`src/rtl/adc_pattern_pkg.sv`:
```
// Shared types and helpers for the ADC test-pattern generator.
package adc_pattern_pkg;

  typedef enum logic [1:0] {
    MODE_CONST = 2'd0,
    MODE_TRI   = 2'd1,
    MODE_SAW   = 2'd2,
    MODE_SQ    = 2'd3
  } mode_t;

  typedef enum logic [1:0] {
    ST_HOLD = 2'd0,
    ST_UP   = 2'd1,
    ST_DOWN = 2'd2
  } state_t;

  function automatic int unsigned mid(input int unsigned data_w);
    return 32'd1 << (data_w - 1);
  endfunction

  // Operands arrive zero-extended, so max - min cannot underflow once min < max holds.
  function automatic logic cfg_valid(input mode_t mode, input int unsigned min_v,
                                     input int unsigned max_v, input int unsigned step_v);
    logic ok;
    ok = (min_v < max_v);
    if (mode != MODE_CONST && step_v == 0) ok = 1'b0;
    if (ok && (mode == MODE_TRI || mode == MODE_SAW) && step_v > max_v - min_v) ok = 1'b0;
    return ok;
  endfunction

endpackage

```
`src/rtl/adc_pattern_cfg.sv`:
```
// Config shadow register: validates cfg_load requests, holds one pending
// config and swaps it into the active set when the waveform allows.
module adc_pattern_cfg
  import adc_pattern_pkg::*;
#(
  parameter int DATA_W   = 8,
  parameter int DEF_MIN  = 1,
  parameter int DEF_MAX  = 254,
  parameter int DEF_STEP = 1
) (
  input  logic              clk,
  input  logic              rst_n,
  input  logic              cfg_load,
  input  logic [1:0]        cfg_mode,
  input  logic [DATA_W-1:0] cfg_min,
  input  logic [DATA_W-1:0] cfg_max,
  input  logic [DATA_W-1:0] cfg_step,
  input  logic              apply_window,
  output logic              apply,
  output mode_t             act_mode,
  output logic [DATA_W-1:0] act_min,
  output logic [DATA_W-1:0] act_max,
  output logic [DATA_W-1:0] act_step,
  output logic [DATA_W-1:0] new_min,
  output logic              cfg_ack,
  output logic              cfg_err
);

  mode_t             load_mode;
  logic              load_ok;
  logic              pend;
  mode_t             sh_mode;
  logic [DATA_W-1:0] sh_min;
  logic [DATA_W-1:0] sh_max;
  logic [DATA_W-1:0] sh_step;

  assign load_mode = mode_t'(cfg_mode);
  assign load_ok   = cfg_valid(load_mode, 32'(cfg_min), 32'(cfg_max), 32'(cfg_step));
  assign apply     = pend & apply_window;
  assign new_min   = sh_min;

  // A rejected request leaves any earlier pending config in place.
  always_ff @(posedge clk) begin
    if (cfg_load && load_ok) begin
      sh_mode <= load_mode;
      sh_min  <= cfg_min;
      sh_max  <= cfg_max;
      sh_step <= cfg_step;
    end
  end

  always_ff @(posedge clk or negedge rst_n) begin
    if (!rst_n) begin
      pend     <= 1'b0;
      cfg_ack  <= 1'b0;
      cfg_err  <= 1'b0;
      act_mode <= MODE_TRI;
      act_min  <= DATA_W'(DEF_MIN);
      act_max  <= DATA_W'(DEF_MAX);
      act_step <= DATA_W'(DEF_STEP);
    end else begin
      cfg_ack <= apply;
      cfg_err <= cfg_load & ~load_ok;
      if (apply) begin
        act_mode <= sh_mode;
        act_min  <= sh_min;
        act_max  <= sh_max;
        act_step <= sh_step;
      end
      // A load coinciding with an apply becomes the next pending config.
      if (cfg_load && load_ok) pend <= 1'b1;
      else if (apply)          pend <= 1'b0;
    end
  end

endmodule

```
`src/rtl/adc_pattern_gen.sv`:
```
// ADC stand-in waveform source: constant, triangle, sawtooth or square
// samples on each sample_en tick, with calibration hold and period counting.
module adc_pattern_gen
  import adc_pattern_pkg::*;
#(
  parameter int DATA_W   = 8,
  parameter int CNT_W    = 16,
  parameter int DEF_MIN  = 1,
  parameter int DEF_MAX  = 254,
  parameter int DEF_STEP = 1
) (
  input  logic              sys_clk,
  input  logic              sys_rst_n,
  input  logic              sample_en,
  input  logic              en,
  input  logic              cal_hold,
  input  logic              cfg_load,
  input  logic [1:0]        cfg_mode,
  input  logic [DATA_W-1:0] cfg_min,
  input  logic [DATA_W-1:0] cfg_max,
  input  logic [DATA_W-1:0] cfg_step,
  output logic              cfg_ack,
  output logic              cfg_err,
  output logic [DATA_W-1:0] ad_data,
  output logic              dir,
  output logic              cycle_done,
  output logic [CNT_W-1:0]  cycle_cnt
);

  localparam logic [DATA_W-1:0] MID   = DATA_W'(mid(DATA_W));
  localparam logic [DATA_W:0]   ONE_W = (DATA_W+1)'(1);

  state_t            state;
  logic [DATA_W-1:0] sq_cnt;

  mode_t             act_mode;
  logic [DATA_W-1:0] act_min;
  logic [DATA_W-1:0] act_max;
  logic [DATA_W-1:0] act_step;
  logic [DATA_W-1:0] new_min;
  logic              apply;
  logic              apply_window;

  state_t            wave_state;
  logic [DATA_W-1:0] wave_data;
  logic              wave_dir;
  logic [DATA_W-1:0] wave_cnt;
  logic              wave_done;
  logic [DATA_W:0]   sum_w;
  logic [DATA_W:0]   lim_w;
  logic [DATA_W:0]   cnt_w;

  state_t            state_nxt;
  logic [DATA_W-1:0] data_nxt;
  logic              dir_nxt;
  logic [DATA_W-1:0] cnt_nxt;
  logic              done_nxt;

  function automatic logic [DATA_W-1:0] clamp_mid(input logic [DATA_W-1:0] lo,
                                                  input logic [DATA_W-1:0] hi);
    if (MID < lo)      return lo;
    else if (MID > hi) return hi;
    else               return MID;
  endfunction

  adc_pattern_cfg #(
    .DATA_W   (DATA_W),
    .DEF_MIN  (DEF_MIN),
    .DEF_MAX  (DEF_MAX),
    .DEF_STEP (DEF_STEP)
  ) u_cfg (
    .clk          (sys_clk),
    .rst_n        (sys_rst_n),
    .cfg_load     (cfg_load),
    .cfg_mode     (cfg_mode),
    .cfg_min      (cfg_min),
    .cfg_max      (cfg_max),
    .cfg_step     (cfg_step),
    .apply_window (apply_window),
    .apply        (apply),
    .act_mode     (act_mode),
    .act_min      (act_min),
    .act_max      (act_max),
    .act_step     (act_step),
    .new_min      (new_min),
    .cfg_ack      (cfg_ack),
    .cfg_err      (cfg_err)
  );

  // Free-running waveform step, ignoring cal_hold and config swaps.
  always_comb begin
    wave_state = state;
    wave_data  = ad_data;
    wave_dir   = dir;
    wave_cnt   = sq_cnt;
    wave_done  = 1'b0;
    sum_w      = {1'b0, ad_data} + {1'b0, act_step};
    lim_w      = {1'b0, act_min} + {1'b0, act_step};
    cnt_w      = {1'b0, sq_cnt} + ONE_W;
    if (en) begin
      if (state == ST_HOLD) begin
        wave_data  = clamp_mid(act_min, act_max);
        wave_state = ST_UP;
        wave_dir   = 1'b0;
        wave_cnt   = '0;
      end else begin
        case (act_mode)
          MODE_TRI: begin
            if (state == ST_UP) begin
              if (sum_w >= {1'b0, act_max}) begin
                wave_data  = act_max;
                wave_dir   = 1'b1;
                wave_state = ST_DOWN;
              end else begin
                wave_data = sum_w[DATA_W-1:0];
              end
            end else begin
              if ({1'b0, ad_data} <= lim_w) begin
                wave_data  = act_min;
                wave_dir   = 1'b0;
                wave_state = ST_UP;
                wave_done  = 1'b1;
              end else begin
                wave_data = ad_data - act_step;
              end
            end
          end
          MODE_SAW: begin
            wave_dir   = 1'b0;
            wave_state = ST_UP;
            if (sum_w > {1'b0, act_max}) begin
              wave_data = act_min;
              wave_done = 1'b1;
            end else begin
              wave_data = sum_w[DATA_W-1:0];
            end
          end
          MODE_SQ: begin
            wave_state = ST_UP;
            if (cnt_w >= {1'b0, act_step}) begin
              wave_cnt = '0;
              if (dir) begin
                wave_data = act_min;
                wave_dir  = 1'b0;
                wave_done = 1'b1;
              end else begin
                wave_data = act_max;
                wave_dir  = 1'b1;
              end
            end else begin
              wave_cnt = cnt_w[DATA_W-1:0];
            end
          end
          default: begin
            wave_data  = act_min;
            wave_dir   = 1'b0;
            wave_state = ST_UP;
          end
        endcase
      end
    end
  end

  assign apply_window = sample_en & ~cal_hold &
                        ((state == ST_HOLD) | ~en | (act_mode == MODE_CONST) | wave_done);

  // cal_hold overrides everything; a config swap replaces the boundary sample.
  always_comb begin
    state_nxt = wave_state;
    data_nxt  = wave_data;
    dir_nxt   = wave_dir;
    cnt_nxt   = wave_cnt;
    done_nxt  = wave_done;
    if (cal_hold) begin
      state_nxt = ST_HOLD;
      data_nxt  = MID;
      dir_nxt   = 1'b0;
      cnt_nxt   = '0;
      done_nxt  = 1'b0;
    end else if (apply) begin
      state_nxt = (state == ST_HOLD && !en) ? ST_HOLD : ST_UP;
      data_nxt  = new_min;
      dir_nxt   = 1'b0;
      cnt_nxt   = '0;
      done_nxt  = 1'b0;
    end
  end

  always_ff @(posedge sys_clk or negedge sys_rst_n) begin
    if (!sys_rst_n) begin
      state      <= ST_HOLD;
      ad_data    <= MID;
      dir        <= 1'b0;
      sq_cnt     <= '0;
      cycle_done <= 1'b0;
      cycle_cnt  <= '0;
    end else begin
      cycle_done <= sample_en & done_nxt;
      if (sample_en) begin
        state   <= state_nxt;
        ad_data <= data_nxt;
        dir     <= dir_nxt;
        sq_cnt  <= cnt_nxt;
        if (done_nxt) cycle_cnt <= cycle_cnt + CNT_W'(1);
      end
    end
  end

endmodule

```
`config.mk`:
```
export PLATFORM = sky130hd
export DESIGN_NAME = adc_pattern_gen
export DESIGN_NICKNAME = d
export VERILOG_FILES = /design/src/rtl/adc_pattern_pkg.sv /design/src/rtl/adc_pattern_cfg.sv /design/src/rtl/adc_pattern_gen.sv
export SDC_FILE = /design/constraint.sdc
export NUM_CORES = 1
export LEC_CHECK = 0
export BUFFER_PORTS_ARGS = -buffer_cell sky130_fd_sc_hd__buf_4
export CORE_UTILIZATION = 30
export DETAILED_ROUTE_END_ITERATION = 7
export PLACE_DENSITY = 0.49
export SLEW_MARGIN = 20
export SYNTH_ARGS = -nofsm -noshare
export SYNTH_HDL_FRONTEND = slang
export SYNTH_SLANG_ARGS = --single-unit
```
`constraint.sdc`:
```
create_clock -name sys_clk -period 5 [get_ports sys_clk]
set_clock_uncertainty 0.2 [all_clocks]
set_input_delay 0 -clock sys_clk [delete_from_list [all_inputs] [get_ports sys_clk]]
set_output_delay 0 -clock sys_clk [all_outputs]
set_load 0.05 [all_outputs]
```
==> results.ini, run 1 <==
[pwr]
power.leakage_uw = 0.003551
ir_drop_mv = 0.2605
power_density_nw_per_um2 = 708.4
p_total_uw = 5622

[cells_and_area]
antenna_cells = 0
final_cell_mix = buf_4 (80), nand2_1 (73), ha_1 (61), inv_1 (54), dfrtp_1 (52)
final_core_util_pct = 38.72
final_area_um2 = 7936
drive_above_1_share_pct = 19.10
instances_no_fill = 1050
area_growth_syn_to_layout_pct = 25.08
nets = 877
fillCellCount = 2057
layout_commonest_cell = buf_4

[cts]
cts_tree = done
htreeDepth = 3
clk_pin_slew_worst_paths_ps = 70
cts_made_buffers = 9
cts.path.max_buffers = 2
clock_sinks = 91
cts_root_buffer = clkbuf_16
clk_latency_ps = 350

[setup_path]
cp_slowest_cell = dfstp_2
arrival_ps = 4870
crit_type = reg2reg
start_kind = flop
path_cells = ha_2 > inv_1 > fa_2 > o21bai_1 > o211ai_1 > nand2_1 > nor2_1 > xnor2_2 > ha_4 > a2111oi_4 > o21ai_1 > o221ai_2 > a21oi_4 > nor4_4 > or2_4 > inv_6 > nor4_4 > nor2_1 > mux2_4
worstSetupEndpointType = flop
r2r_slack_ps = 170
r2r-end = state[1]
worst_path_largest_cell_delay_ps = 560
r2r_start = u_cfg.act_step[0]
crit_fanout = 21
timing.reg2reg.worst_path_depth = 19
cp.required_ps = 5040

[synth]
synth_edf_count = 26
synth.cell_area_um2 = 6345
syn-num-nets = 774
ys_types = 72
yosys_warnings = 0
synthFlopType = dfrtp_1
async_reset_ff_share_pct = 71.43
syn_inst = 672
synth_seq_cells = 91
seq_area_frac_synth_pct = 38.16
avgSynthCellArea_um2 = 9.442

[sta]
setup_viol = 0
holdWs_ps = 89.26
hold_violations = 0
period_share_pct = 96.59
timing.fmax_mhz = 207.1
worstMarginPinSlew_ps = 866.5
period_needed_ps = 4829
relSlewSlack_pct = 42.02
drv_slew = 0

[routing]
wirelength_um = 18810
routedWlPerCell_um = 17.91
viasPerCell = 5.200
drtIter0Drc = 271
detail_route.first_pass.iterations = 5
via_count = 5460
remaining_drc_errors = 0
ant_nets = 0

[global_routing]
first_global_vias = 5590
grt_pass1_wl_um = 29860
antenna_found_initial = 0
grt_use_total_pct = 17.75
overflow = 0
grt_max_degree = 66

[place]
dp_cells = 996
dpl-instance-area_um2 = 7154
post-dp-hpwl_um = 14670
port_buffers = 59
gp_congestion = 0.8816

[die]
die_height_um = 147.4
initial_core_util_pct = 30.96
coreArea_um2 = 20490
rows = 52
die_area_um2 = 21740
die_w_um = 147.4
ios = 60

[worst_hold_path]
hold_class = in2async

[job]
drv_cap = 0

[outcome]
status = complete, no violations

-- area by class of cell --
| cell class | count | area (um^2) | area share, % |
|---|---|---|---|
| multi-input cells | 505 | 3751 | 47.26 |
| flip-flops and latches | 91 | 2424 | 30.54 |
| repair buffers | 112 | 930.9 | 11.73 |
| well taps | 270 | 337.8 | 4.257 |
| clock buffers | 10 | 229.0 | 2.885 |
| inverters | 56 | 215.2 | 2.712 |
| clock inverters | 6 | 48.80 | 0.6149 |
-- report_power, final --
part	internal, uW	switching (uW)
Clock	344	315
Combinational	1580	2170
Sequential	975	239
Total	2900	2720
-- layer usage --
metal	share of wire (%)	track usage [%]	up-vias	routed length, um
li1	-	-	2644	-
met1	47	24.11	2638	8870
met2	47	28.82	151	8768
met3	4.0	2.346	27	756
met4	2.2	6.392	0	410
met5	0	0	-	0
-- state kept, by name, summed over array words and instances (netlist names) --
| register | flops |
|---|---|
| ad_data | 8 |
| cycle_cnt | 16 |
| cycle_done | 1 |
| dir | 1 |
| sq_cnt | 8 |
| state | 2 |
| u_cfg.act_max | 8 |
| u_cfg.act_min | 8 |
| u_cfg.act_mode | 2 |
| u_cfg.act_step | 8 |
| u_cfg.cfg_ack | 1 |
| u_cfg.cfg_err | 1 |
| u_cfg.new_min | 8 |
| u_cfg.pend | 1 |
| u_cfg.sh_max | 8 |
| u_cfg.sh_mode | 2 |
| u_cfg.sh_step | 8 |
-- per-stage QoR --
step	setup TNS, ps	setup slack (ps)
finish	0	170.5
global route	-4.952	-4.952
CTS	0	6.916
detailed placement	0	4.098
global placement	-29.04	-29.04
floorplan	0	563.1
-- synthesized netlist by cell type, drive strengths merged (4+ instances only) --
master   number  area share (%)
a21o          6            0.71
clkbuf       10            0.59
xnor2        27             3.7
xor2         12             1.7
dfrtp        54              21
and2          4            0.39
fa            4             1.3
dfstp        11             4.6
o31ai         7            0.91
mux2          4            0.71
a2111oi       6             1.0
a211oi        6            0.79
o221ai        4            0.65
nand2b       13             1.3
a21oi        35             2.8
o21bai        8            0.95
ha           66              13
buf          10            0.97
o211ai        4            0.47
a221oi        5            0.69
nor4          5            0.83
o21ai        48             3.9
edfxtp       26              12
and3          7            0.69
nor2         37             2.3
nand3        18             1.4
nand4        12             1.2
o21a          6            0.71
o22ai         5            0.49
inv          56             3.4
nor2b         6            0.59
mux2i         8             1.3
a22o         10             1.4
nor3         19             1.6
nand2        73             4.3
or2           7            0.77
-- what timing repair did --
item,in CTS,in global routing
setup endpoints to repair,1,43
resized for setup,1,25
hold endpoints to repair,95,0
buffers inserted,0,7
pin swaps,0,9
hold buffers,31,0
-- kinds of logic (layout without fill, tap and decap cells) --
logic type	Yosys count	in the layout	synth area share [%]
xor gates and xnor gates	39	39	5.384
DFF	91	91	38.16
AOI/OAI and AO/OA	174	174	18.79
adders and majority gates	70	70	14.28
and+or+nand+nor	210	210	16.51
muxes	12	12	1.972
buffers and inverters	76	184	4.910
-- worst max path at each step --
stage / start / to / depth (start not counted)
after floorplan: ad_data[1] / ad_data[6] / 17
after global placement: u_cfg.act_step[0] / ad_data[1] / 19
after detailed placement: u_cfg.act_step[0] / ad_data[1] / 19
after CTS: u_cfg.act_step[0] / ad_data[2] / 20
after global routing: u_cfg.act_step[4] / state[1] / 19
final: u_cfg.act_step[0] / state[1] / 19
-- worst max-delay path: cells and delay by family, from the launching register on --
kind	cells	cell delay, ps
mux	1	330
buf+inv	2	130
xor+xnor	1	310
compound gates	6	1300
simple gates	6	1080
flops	1	560
fa+ha+maj	3	820
Power figures use the tool's default switching activity.
==> run 2: changes to the inputs <==
BUFFER_PORTS_ARGS = default   (was -buffer_cell sky130_fd_sc_hd__buf_4)
DONT_BUFFER_PORTS = 1   (was default)
HOLD_SLACK_MARGIN = 0.15   (was default)
PLACE_DENSITY = 0.47   (was 0.49)
==> results.ini, run 2 (synthesized netlist as in run 1, its figures left out) <==
[routing]
viasPerCell = 5.282  ; +1.6%
routedWlPerCell_um = 19.03  ; +6.2%
via_count = 5377  ; -1.5%
remaining_drc_errors = 0  ; unchanged
drtIter0Drc = 434  ; +60%
ant_nets = 0  ; unchanged
detail_route.first_pass.iterations = 5  ; unchanged
wirelength_um = 19370  ; +3.0%

[pwr]
power_density_nw_per_um2 = 704.4  ; -0.57%
ir_drop_mv = 0.1975  ; -24%
power.leakage_uw = 0.003390  ; -4.5%

[cells_and_area]
fillCellCount = 2075  ; +0.88%
area_growth_syn_to_layout_pct = 22.17
largest_register_ffs = 16  ; unchanged
layout_commonest_cell = nand2_1
nets = 845  ; -3.6%
antenna_cells = 0  ; unchanged
final_cell_mix = nand2_1 (73), ha_1 (66), dlygate4sd3_1 (59), inv_1 (55), dfrtp_1 (53)
final_area_um2 = 7751  ; -2.3%
regMostFlops = cycle_cnt
instances_no_fill = 1018  ; -3.0%
drive_above_1_share_pct = 11.10  ; -8.0 points

[global_routing]
grt_use_total_pct = 18.48  ; +0.74 points
grtUsageMet3_pct = 2.562  ; +0.22 points
grt.busiest_layer = met2
grt_max_degree = 55  ; -17%
grt_pass1_wl_um = 30840  ; +3.3%
use_met2_pct = 30.50  ; +1.7 points
first_global_vias = 5580  ; -0.18%
antenna_found_initial = 0  ; unchanged
overflow = 0  ; unchanged
use_met1_pct = 24.58  ; +0.46 points

[die]
ios = 60  ; unchanged
coreArea_um2 = 20490  ; unchanged
die_area_um2 = 21740  ; unchanged
die_height_um = 147.4  ; unchanged
die_w_um = 147.4  ; unchanged
rows = 52  ; unchanged
initial_core_util_pct = 30.96  ; unchanged

[outcome]
status = complete, no violations

[sta]
setup_ws_ps = 282.4  ; +111.8 ps
holdWs_ps = 133.6  ; +44.36 ps
setup_viol = 0  ; unchanged
period_needed_ps = 4718  ; -111.8 ps
setup_tns_ps = 0  ; unchanged
drv_slew = 0  ; unchanged
period_share_pct = 94.35  ; -2.2 points
hold_violations = 0  ; unchanged
relSlewSlack_pct = 34.66  ; -7.4 points
timing.fmax_mhz = 212.0  ; +2.4%
rsz0062_at_grt = no
worstMarginPinSlew_ps = 976.5  ; +110.0 ps

[place]
pre_cts_slack_ps = 39.40  ; +35.30 ps
gp_congestion = 0.9714  ; +10%
dp_cells = 941  ; -5.5%
dpl-instance-area_um2 = 6729  ; -5.9%
port_buffers = 0  ; -100%
post-dp-hpwl_um = 14800  ; +0.90%

[setup_path]
worstSetupEndpointType = flop
start_kind = flop
crit_fanout = 9  ; -57%
cp_slowest_cell = ha_1
cp.required_ps = 5080  ; +40 ps
arrival_ps = 4800  ; -70 ps
r2r_slack_ps = 280  ; +110 ps
crit_type = reg2reg
path_cells = inv_1 > ha_1 > inv_1 > and3_1 > a2111oi_2 > o21bai_1 > a21oi_1 > xnor2_1 > ha_1 > nand4_1 > a21oi_1 > o21a_1 > nor2_2 > buf_4 > o21ai_0 > a221o_1 > a221oi_2 > a2111oi_2 > a2bb2oi_1
timing.reg2reg.worst_path_depth = 19  ; unchanged
worst_path_largest_cell_delay_ps = 420  ; -140 ps

[cts]
clk_latency_ps = 360  ; about the same
clk_pin_slew_worst_paths_ps = 60  ; about the same
cts.path.max_buffers = 2  ; unchanged
cts_made_buffers = 9  ; unchanged
cts_tree = done
htreeDepth = 3  ; unchanged
clock_sinks = 91  ; unchanged
cts_root_buffer = clkbuf_16

[worst_hold_path]
hold_class = in2reg
min_path_cells = 4

[job]
drv_cap = 0  ; unchanged

[run 2: layer usage]
metal,routed length (um),part of all wire (%),vias to the layer above
met5,0,0,-
met4,499,2.6,0
met3,993,5.1,31
met2,9169,47,191
met1,8709,45,2593
li1,-,-,2562
[run 2: final timing paths]
check | from | to
worst max-delay path | u_cfg.act_step[4] | ad_data[7]
worst min-delay path | cfg_step[7] | u_cfg.pend
worst max register to register | u_cfg.act_step[4] | ad_data[7]
worst min register to register | u_cfg.sh_mode[1] | u_cfg.act_mode[1]
max in group asynchronous | sys_rst_n | u_cfg.act_min[1]
min in group asynchronous | sys_rst_n | ad_data[7]
[run 2: what timing repair did]
item                                   in CTS  in global routing
buffers inserted                            0                  0
endpoints found under the hold margin     153                  0
gates cloned                                0                  0
hold buffers                               61                  0
pin swaps                                   0                  3
setup endpoints to repair                   1                 25
gates resized for setup                     1                 15
[run 2: through the flow]
step | power, uW | util, %
after floorplan | 3560 | -
after CTS | 5327 | 37.47
after global placement | 4494 | 32.83
after detailed placement | 4528 | 32.83
after global routing | 5859 | 37.82
final | 5460 | 37.82
[run 2: critical path: cells and delay by family (launching register included)]
family	cells	cell delay, ps
and+or+nand+nor	3	400
xor gates and xnor gates	1	150
DFF	1	390
buffers and inverters	3	400
AOI/OAI and AO/OA	10	2320
adders and majority gates	2	780
[run 2: final cells by class]
class                   count  area (um^2)  area share, %
multi-input cells         505         3680          47.47
flip-flops and latches     91         2422          31.25
repair buffers             80        795.8          10.27
well taps                 270        337.8          4.358
clock buffers              11        242.7          3.132
inverters                  56        212.7          2.744
clock inverters             5        60.06         0.7748
[run 2: power breakdown]
group          switching (uW)  total [uW]  internal, uW  leakage, uW
Sequential                278        1250           973      0.00107
Clock                     300         703           403     0.000143
Combinational            2080        3500          1420      0.00217
Total                    2660        5460          2800      0.00339
